File: config.mk
export PLATFORM = sky130hd
export DESIGN_NAME = seq_shifter_flat
export DESIGN_NICKNAME = d
export VERILOG_FILES = /design/src/rtl/seq_shifter_if.sv /design/src/rtl/seq_shifter.sv /design/src/flat_wrapper.sv
export SDC_FILE = /design/constraint.sdc
export NUM_CORES = 1
export LEC_CHECK = 0
export ABC_CLOCK_PERIOD_IN_PS = 4500
export CORE_MARGIN = 2
export CORE_UTILIZATION = 45
export DETAILED_ROUTE_END_ITERATION = 16
export PLACE_DENSITY_LB_ADDON = 0.1
export SLEW_MARGIN = 10
export SYNTH_ARGS = -nofsm -noshare
export SYNTH_HDL_FRONTEND = slang
export SYNTH_SLANG_ARGS = --single-unit
File: constraint.sdc
create_clock -name clk -period 4.5 [get_ports clk]
set_input_delay 0.9 -clock clk [delete_from_list [all_inputs] [get_ports clk]]
set_output_delay 0.9 -clock clk [all_outputs]
set_load 0.01 [all_outputs]
File: src/rtl/seq_shifter_if.sv
// Handshake bundle for seq_shifter: request side, result side and busy flag.
interface seq_shifter_if #(
  parameter int WIDTH = 8
);
  localparam int SHAMT_W = $clog2(WIDTH);

  logic               in_valid;
  logic               in_ready;
  logic [WIDTH-1:0]   in_data;
  logic [SHAMT_W-1:0] in_shamt;
  logic [1:0]         in_mode;
  logic               out_valid;
  logic               out_ready;
  logic [WIDTH-1:0]   out_data;
  logic               busy;

  modport master (
    output in_valid, in_data, in_shamt, in_mode, out_ready,
    input  in_ready, out_valid, out_data, busy
  );

  modport slave (
    input  in_valid, in_data, in_shamt, in_mode, out_ready,
    output in_ready, out_valid, out_data, busy
  );
endinterface

File: src/rtl/seq_shifter.sv
// Multi-cycle shifter: one bit per clock, LSR/LSL/ASR and optional ROR.
// Define SEQ_SHIFTER_ROTATE_EN to build ROR for mode 11 (else mode 11 = LSR).
module seq_shifter #(
  parameter int WIDTH = 8
) (
  input  logic         clk,
  input  logic         rst,
  seq_shifter_if.slave bus
);
  localparam int SHAMT_W = $clog2(WIDTH);

  typedef enum logic [1:0] {
    IDLE,
    SHIFT,
    DONE
  } state_t;

  state_t             state_q, state_d;
  logic [WIDTH-1:0]   sreg_q, sreg_d;
  logic [WIDTH-1:0]   step;
  logic [SHAMT_W-1:0] cnt_q, cnt_d;
  logic [1:0]         mode_q, mode_d;

  always_ff @(posedge clk) begin
    if (rst) begin
      state_q <= IDLE;
      sreg_q  <= '0;
      cnt_q   <= '0;
      mode_q  <= '0;
    end else begin
      state_q <= state_d;
      sreg_q  <= sreg_d;
      cnt_q   <= cnt_d;
      mode_q  <= mode_d;
    end
  end

  always_comb begin
    step = {1'b0, sreg_q[WIDTH-1:1]};
    case (mode_q)
      2'b01: step = {sreg_q[WIDTH-2:0], 1'b0};
      2'b10: step = {sreg_q[WIDTH-1], sreg_q[WIDTH-1:1]};
`ifdef SEQ_SHIFTER_ROTATE_EN
      2'b11: step = {sreg_q[0], sreg_q[WIDTH-1:1]};
`endif
      default: ;
    endcase
  end

  always_comb begin
    state_d = state_q;
    sreg_d  = sreg_q;
    cnt_d   = cnt_q;
    mode_d  = mode_q;
    unique case (state_q)
      IDLE: begin
        if (bus.in_valid) begin
          sreg_d  = bus.in_data;
          mode_d  = bus.in_mode;
          cnt_d   = bus.in_shamt;
          state_d = (bus.in_shamt == '0) ? DONE : SHIFT;
        end
      end
      SHIFT: begin
        sreg_d = step;
        cnt_d  = cnt_q - 1'b1;
        if (cnt_q == SHAMT_W'(1)) state_d = DONE;
      end
      DONE: begin
        if (bus.out_ready) state_d = IDLE;
      end
      default: state_d = IDLE;
    endcase
  end

  // Result is the shift register itself; it persists after release.
  assign bus.in_ready  = (state_q == IDLE);
  assign bus.busy      = (state_q != IDLE);
  assign bus.out_valid = (state_q == DONE);
  assign bus.out_data  = sreg_q;
endmodule
File: src/flat_wrapper.sv
// flat-port wrapper written by rule: the top's interface ports become plain ports
module seq_shifter_flat 
#(
  parameter int WIDTH = 8
)
  (clk, rst, bus_in_valid, bus_in_data, bus_in_shamt, bus_in_mode, bus_out_ready, bus_in_ready, bus_out_valid, bus_out_data, bus_busy);
  seq_shifter_if #(.WIDTH(WIDTH)) bus_i ();
  input  logic clk;
  input  logic rst;
  input wire logic [$bits(bus_i.in_valid)-1:0] bus_in_valid;
  input wire logic [$bits(bus_i.in_data)-1:0] bus_in_data;
  input wire logic [$bits(bus_i.in_shamt)-1:0] bus_in_shamt;
  input wire logic [$bits(bus_i.in_mode)-1:0] bus_in_mode;
  input wire logic [$bits(bus_i.out_ready)-1:0] bus_out_ready;
  output wire logic [$bits(bus_i.in_ready)-1:0] bus_in_ready;
  output wire logic [$bits(bus_i.out_valid)-1:0] bus_out_valid;
  output wire logic [$bits(bus_i.out_data)-1:0] bus_out_data;
  output wire logic [$bits(bus_i.busy)-1:0] bus_busy;
  assign bus_i.in_valid = bus_in_valid;
  assign bus_i.in_data = bus_in_data;
  assign bus_i.in_shamt = bus_in_shamt;
  assign bus_i.in_mode = bus_in_mode;
  assign bus_i.out_ready = bus_out_ready;
  assign bus_in_ready = bus_i.in_ready;
  assign bus_out_valid = bus_i.out_valid;
  assign bus_out_data = bus_i.out_data;
  assign bus_busy = bus_i.busy;
  seq_shifter #(.WIDTH(WIDTH)) u_core (.clk(clk), .rst(rst), .bus(bus_i));
endmodule
==> results.cfg, run 1 <==
[run_status]
status = finished, final reports clean

[synthesis]
synth_edf_count = 0
synth_area_leader_cell = dfxtp_1
synth-main-ff-cell = dfxtp_1
synth_commonest_cells = dfxtp_1 (15), inv_1 (9), a21oi_1 (8)
async_reset_ff_share_pct = 0
synthXorXnorAreaFrac_pct = 0
synth_compound_area_share_pct = 31.9
yosys_warnings = 0
yosys.cell_types.count = 33
synthAdderAreaFrac_pct = 5.57
ys_ff_latch = 15
ys_top_cells_by_area = dfxtp_1 (33%), a221oi_1 (6.8%), ha_1 (5.6%)
synth.area.mux_share_pct = 0
syn_area_um2 = 898
netlist_instances = 103
syn_area_per_cell_um2 = 8.72
synthesis.nets = 124
synth_top_family_by_area = compound AO/OA/AOI/OAI gates
ys_seq_area_share_pct = 33.4
synth_top_area_share_pct = 33.4
synth_most_common_cell = dfxtp_1
synth-simple-area-share_pct = 19.2

[routing]
route.detailed.drc = 0
antenna_left = 0
drt-vias-per-instance = 5.52
firstDrtPassIters = 4
vias = 845
postRouteWirelength_um = 2100
drtIter0Drc = 5
wl_per_cell_um = 13.7

[floorplanning]
start_util_pct = 46.7
rows = 16
ioPinCount = 28
dieArea_um2 = 2370
die_y_um = 48.7
die_w_um = 48.7
coreArea_um2 = 1920

[sta]
finalCritPeriodShare_pct = 57.5
drv_slew = 0
worst-slew-pin-transition_ps = 536
setup_violations = 0
finalSetupTns_ps = 0
skew_ps = 7.30
slew_headroom_pct = 64.2
holdWs_ps = 493
max_freq_mhz = 387
rsz0062_at_grt = false
period_needed_ps = 2590
hold_viol = 0

[hold_path]
holdPathStages = 2
hold_path_class = flip-flop to flip-flop

[clock_tree]
clock_latency_ps = 280
clkSlewWorstSetupHoldPaths_ps = 90
clk_path_buf_depth = 2
cts_made_buffers = 3
cts_setup_buffers = 0
cts_resized = 0
clock-root-buffer = clkbuf_4
cts_tree = yes
cts_max_level = 1
cts_hold_buf = 0
cts_num_sinks = 15

[critical_path]
crit_path_start_kind = flip-flop
path_cells = nor2_2 -> inv_2 -> clkdlybuf4s50_1
path_class = flip-flop to output pin
worstPathRequired_ps = 3600
crit_slowest_cell = dfxtp_1
cp_max_fo = 18
worstSetupEndpointType = output pin
r2r_cells = 3
crit_arrival_ps = 1690
max_stage_delay_ps = 670

[cells_and_area]
fin_nets = 148
layout-drive-gt1-share_pct = 10.3
area_growth_pct = 31.1
num_antenna_cells = 0
fill_cells = 190

[grt]
overflow = 0
grt_max_degree = 19
grt_pass1_vias = 813
antenna_found_initial = 0
grt_pass1_wl_um = 3610
grt_usage_pct = 19.4

[power_and_ir_drop]
ir_drop_uv = 178
p_per_area_nw_per_um2 = 345
p_leak_nw = 0.448

[flow_run]
drv_cap = 0

[place]
dp_hpwl_um = 1540
gp_congestion = 0.827
port_buffers = 27
[layout by cell type, fill, tap and decap left out, types with 2 or more instances in the layout]
cell type / netlist / layout
or3_2: 2 / 2
a31oi_1: 3 / 3
nor3_1: 6 / 6
clkdlybuf4s50_1: 0 / 27
o31ai_1: 2 / 2
nand2_1: 6 / 6
nand2b_1: 6 / 6
inv_1: 9 / 9
o22ai_2: 4 / 4
a221oi_1: 7 / 7
o21ai_0: 3 / 3
ha_1: 4 / 4
nand3_1: 3 / 3
dfxtp_1: 15 / 15
a21oi_1: 8 / 8
or3b_1: 3 / 3
clkbuf_4: 0 / 3
[final cells by class]
type	instances	area, um^2	area share [%]
Multi-Input combinational cell	70	509	43.3
Sequential cell	15	300	25.5
Timing Repair Buffer	27	270	23.0
Inverter	10	37.5	3.19
Tap cell	27	33.8	2.87
Clock buffer	4	26.3	2.23
[critical path: cells and delay by family (launching register included)]
kind          cells  cell delay (ps)
simple gates      1              120
flops             1              670
buf+inv           2              610
[sequential cells by signal (all words and copies together) (netlist names)]
register             count
u_core.mode_q            2
u_core.cnt_q             3
u_core.state_q           2
u_core.bus.out_data      8
[final timing paths]
kind	from	to	slack [ps]
hold reg to reg	u_core.mode_q[0]	u_core.mode_q[0]	490
setup reg to reg	u_core.state_q[0]	u_core.bus.out_data[0]	2800
hold / removal	u_core.mode_q[0]	u_core.mode_q[0]	490
setup / recovery	u_core.state_q[0]	bus_busy	1910
[kinds of logic after synthesis]
| group | count (synthesis) |
|---|---|
| AND/OR/NAND/NOR | 30 |
| adder cells (fa/ha/maj) | 4 |
| flip-flops | 15 |
| buffers and inverters | 18 |
| AO/OA/AOI/OAI | 36 |
[power by group]
part	internal [mW]	total (mW)	switching [mW]
sequential	0.153	0.181	0.0280
combinational	0.0826	0.149	0.0660
clock	0.0343	0.0774	0.0431
[layer usage]
layer | vias to the layer above | routed length, um | global-route usage [%] | part of all wire (%)
met3 | 2 | 90 | 4.63 | 4.3
li1 | 422 | - | - | -
met1 | 403 | 1030 | 26.1 | 49
met4 | 0 | 15 | 6.19 | 0.71
met5 | - | 0 | 0 | 0
met2 | 18 | 961 | 30.6 | 46
[metrics by stage]
| stage | std cells | total power [mW] | setup WS (ps) | cell area [um^2] | util, % |
|---|---|---|---|---|---|
| 2_1_floorplan | 103 | 0.273 | 2710 | 898 | - |
| 3_3_place_gp | 149 | 0.330 | 2000 | 1150 | 59.9 |
| 3_5_place_dp | 149 | 0.333 | 1990 | 1150 | 59.9 |
| 4_1_cts | 153 | 0.410 | 1910 | 1180 | 61.3 |
| 5_1_grt | 153 | 0.437 | 1780 | 1180 | 61.3 |
| 6_report | 153 | 0.407 | 1910 | 1180 | 61.3 |
No activity file was read; power rests on OpenSTA's default activity.
==> inputs of run 2 (changes only) <==
ABC_CLOCK_PERIOD_IN_PS = 2100   (was 4500)
CORE_UTILIZATION = 41   (was 45)
clock period = 2.1 ns   (was 4.5 ns; I/O delays follow)
==> run 2 against run 1 <==
Non-clock buffer count increased by 3; final cell count increased by 2.0%; register-to-register slack got worse by 2300 ps; core utilization decreased by 1.9 points; final area increased by 2.0%; via count increased by 0.12%; first-iteration DRC count increased to 3.8 times the previous value; count of clock-buffer cells in the layout decreased by 1; clock power increased by 130%; sequential power increased by 110%; critical endpoint is now bus_in_ready.
==> results.cfg, run 2 (synthesized netlist as in run 1, its figures left out) <==
[routing]
postRouteWirelength_um = 2120
drtIter0Drc = 19
route.detailed.drc = 0
antenna_left = 0
vias = 846
wl_per_cell_um = 13.6
drt-vias-per-instance = 5.42
firstDrtPassIters = 4

[power_and_ir_drop]
p_leak_nw = 0.466
p_per_area_nw_per_um2 = 742
ir_drop_uv = 428

[sta]
slew_headroom_pct = 69.6
finalCritPeriodShare_pct = 90.5
rsz0062_at_grt = false
period_needed_ps = 1900
max_freq_mhz = 526
skew_ps = 5.04
drv_slew = 0
hold_viol = 0
finalSetupTns_ps = 0
worst-slew-pin-transition_ps = 455
setup_violations = 0

[clock_tree]
clock_latency_ps = 300
cts_num_sinks = 15
clkSlewWorstSetupHoldPaths_ps = 100
cts_resized = 0
clk_path_buf_depth = 2
cts_hold_buf = 0
cts_made_buffers = 3
clock-root-buffer = clkbuf_4
cts_setup_buffers = 0
cts_tree = yes
cts_max_level = 1

[critical_path]
path_class = flip-flop to output pin
crit_path_start_kind = flip-flop
path_cells = nor2_2 -> clkdlybuf4s50_1
rrSetupSlack_ps = 450
crit_slowest_cell = clkdlybuf4s50_1
worstSetupEndpointType = output pin
crit_arrival_ps = 1480
max_stage_delay_ps = 580
worstPathRequired_ps = 1680
cp_max_fo = 6

[grt]
met3_usage_pct = 3.22
grt.busiest_layer = met1
overflow = 0
grt_pass1_vias = 779
use_met1_pct = 26.6
grt_max_degree = 14
grt_usage_pct = 18.2
antenna_found_initial = 0
use_met2_pct = 26.5
grt_pass1_wl_um = 3550

[place]
detailed_place.area_um2 = 1170
port_buffers = 27
dp_hpwl_um = 1580
gp_congestion = 0.735

[hold_path]
hold_path_class = flip-flop to flip-flop

[flow_run]
drv_cap = 0

[cells_and_area]
final_common_cell = clkdlybuf4s50_1
num_antenna_cells = 0
layout_common_cells = clkdlybuf4s50_1 (27), dfxtp_1 (15), inv_1 (9), a21oi_1 (8), a221oi_1 (7)
final_area_um2 = 1200
layout-drive-gt1-share_pct = 13.2
largest_register_ffs = 8
fin_nets = 151
area_growth_pct = 33.7

[floorplanning]
die_y_um = 50.8
coreArea_um2 = 2020
start_util_pct = 44.4
dieArea_um2 = 2580
die_w_um = 50.8
rows = 16
ioPinCount = 28

[run_status]
status = finished, final reports clean
[run 2: changes by cell type in the layout (fill, tap and decap cells not counted)]
cell,before,now
buf_4,0,3
clkinv_2,0,1
clkbuf_1,1,0
[run 2: per-stage QoR]
step	cells	hold WS (ps)	setup slack (ps)	power [mW]	utilization (%)
after floorplan	103	453	637	0.586	-
after global placement	152	471	235	0.717	58.0
after detailed placement	152	472	223	0.721	58.0
after CTS	156	487	161	0.901	59.4
after global routing	156	510	106	0.956	59.4
final	156	486	200	0.891	59.4
[run 2: where the power goes]
part	internal, mW	switching [mW]	total, mW
registers	0.328	0.0466	0.374
clock network	0.0710	0.107	0.178
logic	0.184	0.154	0.339
total	0.583	0.308	0.891
[run 2: metal layers]
layer | part of all wire (%) | vias up | routed length (um)
met3 | 5.5 | 2 | 117
met5 | 0 | - | 0
met2 | 43 | 24 | 914
met1 | 50 | 391 | 1060
li1 | - | 429 | -
met4 | 1.3 | 0 | 27
[run 2: final timing paths]
check	endpoint	start	cells after the start
max	bus_in_ready	u_core.state_q[1]	2
min	u_core.mode_q[1]	u_core.mode_q[1]	2
max reg2reg	u_core.bus.out_data[0]	u_core.mode_q[0]	5
min reg2reg	u_core.mode_q[1]	u_core.mode_q[1]	2
[run 2: worst max-delay path, delay by kind of cell, from the launching register on]
family                 cells  cell delay, ps
buffers and inverters      1             580
DFF                        1             370
and+or+nand+nor            1             230
[run 2: final cells by class]
| cell class | count | area [um^2] |
|---|---|---|
| timing repair buffer | 30 | 293 |
| sequential | 15 | 300 |
| clock buffer | 3 | 22.5 |
| inverter | 10 | 37.5 |
| clock inverter | 1 | 5.00 |
| multi-input combinational | 70 | 509 |
| tap | 27 | 33.8 |
| fill | 188 | 821 |
